File: config.mk
export PLATFORM = sky130hd
export DESIGN_NAME = key_repeat_filter_flat
export DESIGN_NICKNAME = d
export VERILOG_FILES = /design/src/rtl/key_repeat_filter_if.sv /design/src/rtl/key_repeat_filter.sv /design/src/flat_wrapper.sv
export SDC_FILE = /design/constraint.sdc
export NUM_CORES = 1
export LEC_CHECK = 0
export BUFFER_PORTS_ARGS = -buffer_cell sky130_fd_sc_hd__buf_2
export CORE_MARGIN = 8
export CORE_UTILIZATION = 39
export CTS_CLUSTER_DIAMETER = 200
export DETAILED_ROUTE_END_ITERATION = 8
export REMOVE_ABC_BUFFERS = 1
export SLEW_MARGIN = 20
export SYNTH_ARGS = -nofsm -noshare
export SYNTH_HDL_FRONTEND = slang
export SYNTH_SLANG_ARGS = --single-unit
File: constraint.sdc
create_clock -name clk -period 3.1 [get_ports clk]
set_clock_uncertainty 0.1 [all_clocks]
set_input_delay 0.155 -clock clk [delete_from_list [all_inputs] [get_ports clk]]
set_output_delay 0.155 -clock clk [all_outputs]
set_load 0.01 [all_outputs]
File: src/rtl/key_repeat_filter_if.sv
// Key conditioning signal bundle: one raw button in, debounced level and event pulses out.
// The master side drives the raw button; the slave side is the filter itself.
interface key_repeat_filter_if;
  logic key_in;
  logic key_level;
  logic key_press;
  logic key_release;
  logic key_repeat;

  modport master (
    output key_in,
    input  key_level,
    input  key_press,
    input  key_release,
    input  key_repeat
  );

  modport slave (
    input  key_in,
    output key_level,
    output key_press,
    output key_release,
    output key_repeat
  );
endinterface

File: src/rtl/key_repeat_filter.sv
// Push-button conditioner: synchronise, debounce, and emit level, press/release pulses
// and hold-to-repeat pulses from a single shared counter.
module key_repeat_filter #(
  parameter int DEB_CYCLES = 1000000,
  parameter int REP_DELAY  = 25000000,
  parameter int REP_PERIOD = 5000000,
  parameter int REPEAT_EN  = 1,
  parameter int ACTIVE_LOW = 1
) (
  input  logic                clk,
  input  logic                reset,
  key_repeat_filter_if.slave  kif
);

  localparam int MAX_DR  = (DEB_CYCLES > REP_DELAY) ? DEB_CYCLES : REP_DELAY;
  localparam int MAX_CNT = (MAX_DR > REP_PERIOD) ? MAX_DR : REP_PERIOD;
  localparam int CNT_W   = $clog2(MAX_CNT) + 1;

  localparam logic [CNT_W-1:0] DEB_C = CNT_W'(DEB_CYCLES);
  localparam logic [CNT_W-1:0] DLY_C = CNT_W'(REP_DELAY);
  localparam logic [CNT_W-1:0] PER_C = CNT_W'(REP_PERIOD);
  localparam logic [CNT_W-1:0] ONE_C = CNT_W'(1);
  localparam logic             REP_ON   = (REPEAT_EN != 0);
  localparam logic             IDLE_RAW = (ACTIVE_LOW != 0);

  typedef enum logic [2:0] {
    ST_RELEASED,
    ST_PRESS_DEB,
    ST_HOLD_WAIT,
    ST_REPEAT,
    ST_RELEASE_DEB
  } state_t;

  state_t           state_q, state_d;
  logic [CNT_W-1:0] cnt_q, cnt_d;
  logic             sync1_q, sync1_d;
  logic             sync2_q, sync2_d;
  logic             level_q, level_d;
  logic             press_q, press_d;
  logic             release_q, release_d;
  logic             repeat_q, repeat_d;
  logic             key_sync;

  // Two-flop synchroniser, then normalise so 1 always means pressed.
  always_comb begin
    sync1_d  = kif.key_in;
    sync2_d  = sync1_q;
    key_sync = sync2_q ^ IDLE_RAW;
  end

  always_comb begin
    state_d   = state_q;
    cnt_d     = cnt_q;
    level_d   = level_q;
    press_d   = 1'b0;
    release_d = 1'b0;
    repeat_d  = 1'b0;

    case (state_q)
      ST_RELEASED: begin
        if (key_sync) begin
          state_d = ST_PRESS_DEB;
          cnt_d   = ONE_C;
        end
      end

      ST_PRESS_DEB: begin
        if (!key_sync) begin
          state_d = ST_RELEASED;
          cnt_d   = '0;
        end else if (cnt_q == DEB_C) begin
          state_d  = ST_HOLD_WAIT;
          cnt_d    = ONE_C;
          level_d  = 1'b1;
          press_d  = 1'b1;
          repeat_d = 1'b1;
        end else begin
          cnt_d = cnt_q + ONE_C;
        end
      end

      ST_HOLD_WAIT: begin
        if (!key_sync) begin
          state_d = ST_RELEASE_DEB;
          cnt_d   = ONE_C;
        end else if (REP_ON) begin
          if (cnt_q == DLY_C) begin
            state_d  = ST_REPEAT;
            cnt_d    = ONE_C;
            repeat_d = 1'b1;
          end else begin
            cnt_d = cnt_q + ONE_C;
          end
        end
      end

      ST_REPEAT: begin
        if (!key_sync) begin
          state_d = ST_RELEASE_DEB;
          cnt_d   = ONE_C;
        end else if (cnt_q == PER_C) begin
          cnt_d    = ONE_C;
          repeat_d = 1'b1;
        end else begin
          cnt_d = cnt_q + ONE_C;
        end
      end

      ST_RELEASE_DEB: begin
        // A bounce back to pressed resumes holding without a new press event.
        if (key_sync) begin
          state_d = ST_HOLD_WAIT;
          cnt_d   = ONE_C;
        end else if (cnt_q == DEB_C) begin
          state_d   = ST_RELEASED;
          cnt_d     = '0;
          level_d   = 1'b0;
          release_d = 1'b1;
        end else begin
          cnt_d = cnt_q + ONE_C;
        end
      end

      default: begin
        state_d = ST_RELEASED;
        cnt_d   = '0;
        level_d = 1'b0;
      end
    endcase
  end

  always_ff @(posedge clk) begin
    if (reset) begin
      state_q   <= ST_RELEASED;
      cnt_q     <= '0;
      sync1_q   <= IDLE_RAW;
      sync2_q   <= IDLE_RAW;
      level_q   <= 1'b0;
      press_q   <= 1'b0;
      release_q <= 1'b0;
      repeat_q  <= 1'b0;
    end else begin
      state_q   <= state_d;
      cnt_q     <= cnt_d;
      sync1_q   <= sync1_d;
      sync2_q   <= sync2_d;
      level_q   <= level_d;
      press_q   <= press_d;
      release_q <= release_d;
      repeat_q  <= repeat_d;
    end
  end

  assign kif.key_level   = level_q;
  assign kif.key_press   = press_q;
  assign kif.key_release = release_q;
  assign kif.key_repeat  = repeat_q;

endmodule

File: src/flat_wrapper.sv
// flat-port wrapper written by rule: the top's interface ports become plain ports
module key_repeat_filter_flat 
#(
  parameter int DEB_CYCLES = 1000000,
  parameter int REP_DELAY  = 25000000,
  parameter int REP_PERIOD = 5000000,
  parameter int REPEAT_EN  = 1,
  parameter int ACTIVE_LOW = 1
)
  (clk, reset, kif_key_in, kif_key_level, kif_key_press, kif_key_release, kif_key_repeat);
  key_repeat_filter_if kif_i ();
  input  logic clk;
  input  logic reset;
  input wire logic [$bits(kif_i.key_in)-1:0] kif_key_in;
  output wire logic [$bits(kif_i.key_level)-1:0] kif_key_level;
  output wire logic [$bits(kif_i.key_press)-1:0] kif_key_press;
  output wire logic [$bits(kif_i.key_release)-1:0] kif_key_release;
  output wire logic [$bits(kif_i.key_repeat)-1:0] kif_key_repeat;
  assign kif_i.key_in = kif_key_in;
  assign kif_key_level = kif_i.key_level;
  assign kif_key_press = kif_i.key_press;
  assign kif_key_release = kif_i.key_release;
  assign kif_key_repeat = kif_i.key_repeat;
  key_repeat_filter #(.DEB_CYCLES(DEB_CYCLES), .REP_DELAY(REP_DELAY), .REP_PERIOD(REP_PERIOD), .REPEAT_EN(REPEAT_EN), .ACTIVE_LOW(ACTIVE_LOW)) u_core (.clk(clk), .reset(reset), .kif(kif_i));
endmodule
==> results.yml <==
synth:
  async_reset_ff_frac: 0
  ys.flop_type: "dfxtp_1"
  syn_inst: 238
  avgSynthCellArea_um2: 8.91
  syn_area_mm2: 0.00212
  synth_edf_count: 0
  synth-seq-area-share: 0.330
  synth_seq_cells: 35
  synth_cell_types: 56
  yosys_warnings: 0
global_route:
  antenna_found_initial: 0
  grt_overflow: 0
  grt_pass1_wl_mm: 8.69
  grt_pass1_vias: 1796
  grt_usage: 0.127
  grt_max_degree: 34
outcome:
  outcome: "finished clean"
critical_path:
  reg2reg_slack_ns: 0.43
  path_class: "reg2reg"
  crit_family: "simple AND/OR/NAND/NOR gates"
  cp_cell_sequence: "or4b_2 -> nand4_1 -> nor4b_1 -> o32ai_1 -> a221oi_1"
  cp-start-kind: "register"
  reg2reg_to: "u_core.cnt_q[12]$_SDFFE_PP0P_"
  ff2ff_path_depth: 5
  worstSetupEndpointType: "register"
  rr_startpoint: "u_core.state_q[2]$_SDFFE_PP0P_"
  crit_cells: 5
  max_stage_delay_ns: 0.69
  slowest_stage: "dfxtp_1"
  path_max_fanout: 20
  path_buf_inv: 0
  timing.critical_path.from: "u_core.state_q[2]$_SDFFE_PP0P_"
  worstPathArrival_ns: 2.76
  worstPathRequired_ns: 3.19
floorplan:
  die_w_um: 89.7
  core.rowCount: 27
  floorplan.io_pins: 7
  coreArea_mm2: 0.00537
  start_util: 0.395
  die_h_um: 89.7
  die_area_mm2: 0.00805
power_and_ir_drop:
  power_density_mw_per_mm2: 354
  intPower_mw: 0.613
  vdd.ir_drop.worst_mv: 0.126
  p_switching_mw: 0.179
  p_seq_frac: 0.576
  p_total_mw: 0.792
  pwr-share-comb: 0.044
  p_clk_frac: 0.380
  switching_share: 0.226
  power.leakage_nw: 0.618
layout:
  most-common-layout-cells: "35 x dfxtp_1, 19 x a211oi_1, 16 x xnor2_1, 15 x nand2_1, 13 x nor4_1"
  final_common_cell: "dfxtp_1"
  nNetsFinal: 246
  synthToLayoutAreaGrowth_pct: 5.49
  drive_gt1_frac: 0.158
  diodes: 0
  nFillCells: 528
worst_hold_path:
  worstHoldStart: "u_core.sync1_q$_SDFF_PP1_"
  min_path_type: "reg2reg"
  hold_end: "u_core.sync2_q$_SDFF_PP1_"
  hold_depth: 1
clock_tree:
  tritoncts: "built"
  clk_pin_slew_ns: 0.07
  clock-sinks: 35
  h-tree-depth: 2
  ctsResizeCount: 0
  clockRootBuffer: "clkbuf_8"
  ctsHoldBuffers: 1
  clock_latency_ns: 0.29
  cts_setup_buffers: 0
  cts_buffer_depth: 2
  cts_buffers: 5
drt:
  route.detailed.drc: 0
  vias: 1802
  wire_per_inst_um: 15.8
  firstDrtPassIters: 4
  finalWirelength_mm: 4.94
  drtAntennaViolNets: 0
  viasPerCell: 5.78
  drt_iter0_markers: 60
placed_design:
  hpwl_mm: 3.38
  io_buffers: 6
  gp_congestion: 0.844
timing:
  worst_pin_slew_ns: 0.732
  hold_viol: 0
  min_period_ns: 2.67
  tns_ns: 0
  maxSlewViolCount: 0
  fmax_mhz: 374
  rsz0062_at_grt: "no"
  setup_viol: 0
  post-route-period-util: 0.862
  maxSlewHeadroom: 0.510
run:
  cap_violations: 0
-- worst reg2reg max path, delay by kind of cell, from the launching register on --
family             cells  cell delay (ns)
AOI/OAI and AO/OA      2             0.44
DFF                    1             0.69
and+or+nand+nor        3             1.34
-- worst max path at each step --
stage                                    endpoint  slack [ns]
global route        u_core.cnt_q[12]$_SDFFE_PP0P_        0.26
detailed placement  u_core.cnt_q[15]$_SDFFE_PP0P_        0.48
CTS                 u_core.cnt_q[12]$_SDFFE_PP0P_        0.45
global placement    u_core.cnt_q[15]$_SDFFE_PP0P_        0.50
floorplan           u_core.cnt_q[11]$_SDFFE_PP0P_        0.31
finish              u_core.cnt_q[12]$_SDFFE_PP0P_        0.43
-- metrics by stage --
| stage | util | cell area, um2 | instances | hold WS, ns | setup WS, ns |
|---|---|---|---|---|---|
| global placement | 0.401 | 2150 | 305 | 0.237 | 0.501 |
| floorplan | - | 2000 | 223 | 0.120 | 0.311 |
| global route | 0.416 | 2240 | 312 | 0.329 | 0.260 |
| CTS | 0.416 | 2240 | 312 | 0.311 | 0.454 |
| finish | 0.416 | 2240 | 312 | 0.307 | 0.429 |
| detailed placement | 0.401 | 2150 | 305 | 0.239 | 0.475 |
-- cells in the mapped netlist, types with 3 or more instances --
cell | n | area (um2)
buf_6 | 6 | 67.6
or2_2 | 3 | 18.8
and4_1 | 4 | 35.0
xnor2_1 | 16 | 140
a31oi_1 | 3 | 18.8
dfxtp_1 | 35 | 701
o32ai_1 | 5 | 43.8
a221oi_1 | 3 | 26.3
nor2b_1 | 5 | 31.3
nand4_1 | 10 | 62.6
a211oi_2 | 3 | 37.5
a211oi_1 | 19 | 143
o21ai_0 | 7 | 35.0
xor2_1 | 3 | 26.3
a21oi_1 | 5 | 25.0
o31ai_1 | 3 | 22.5
nor4_1 | 13 | 81.3
nor2_1 | 11 | 41.3
nor3_1 | 7 | 35.0
nand3_1 | 8 | 40.0
nand2_1 | 15 | 56.3
inv_1 | 8 | 30.0
clkbuf_1 | 5 | 18.8
-- kinds of logic after synthesis --
logic type               Yosys count  synth area share
AND/OR/NAND/NOR                  102             0.305
AO/OA/AOI/OAI                     56             0.204
flip-flops                        35             0.330
buffers and inverters             24            0.0708
XOR/XNOR                          19            0.0785
adder cells (fa/ha/maj)            2            0.0118
-- registers in the layout (all words and copies together) (netlist names) --
signal / flops
u_core.state_q: 3
u_core.cnt_q: 26
u_core.kif.key_press: 1
u_core.kif.key_repeat: 1
u_core.sync1_q: 1
u_core.sync2_q: 1
u_core.kif.key_release: 1
u_core.kif.key_level: 1
-- power by group through the flow --
| stage | combinational (mW) | sequential [mW] | clock, mW |
|---|---|---|---|
| finish | 0.0348 | 0.456 | 0.301 |
| global route | 0.0387 | 0.456 | 0.326 |
| CTS | 0.0347 | 0.456 | 0.311 |
| detailed placement | 0.0336 | 0.466 | 0 |
| global placement | 0.0334 | 0.466 | 0 |
| floorplan | 0.0175 | 0.465 | 0 |
-- routing by layer --
| layer | global-route usage | routed length, um | vias to the layer above |
|---|---|---|---|
| met3 | 0.0291 | 152 | 7 |
| li1 | - | - | 913 |
| met1 | 0.159 | 2480 | 855 |
| met4 | 0.0564 | 83 | 0 |
| met5 | 0 | 0 | - |
| met2 | 0.201 | 2220 | 27 |
-- area by class of cell --
class	instances	area [um2]	share of cell area
multi-input combinational	179	1270	0.568
clock buffer	6	72.6	0.0324
tap	72	90.1	0.0403
sequential	35	701	0.313
inverter	9	33.8	0.0151
timing repair buffer	11	70.1	0.0313
Power figures use the tool's default switching activity.
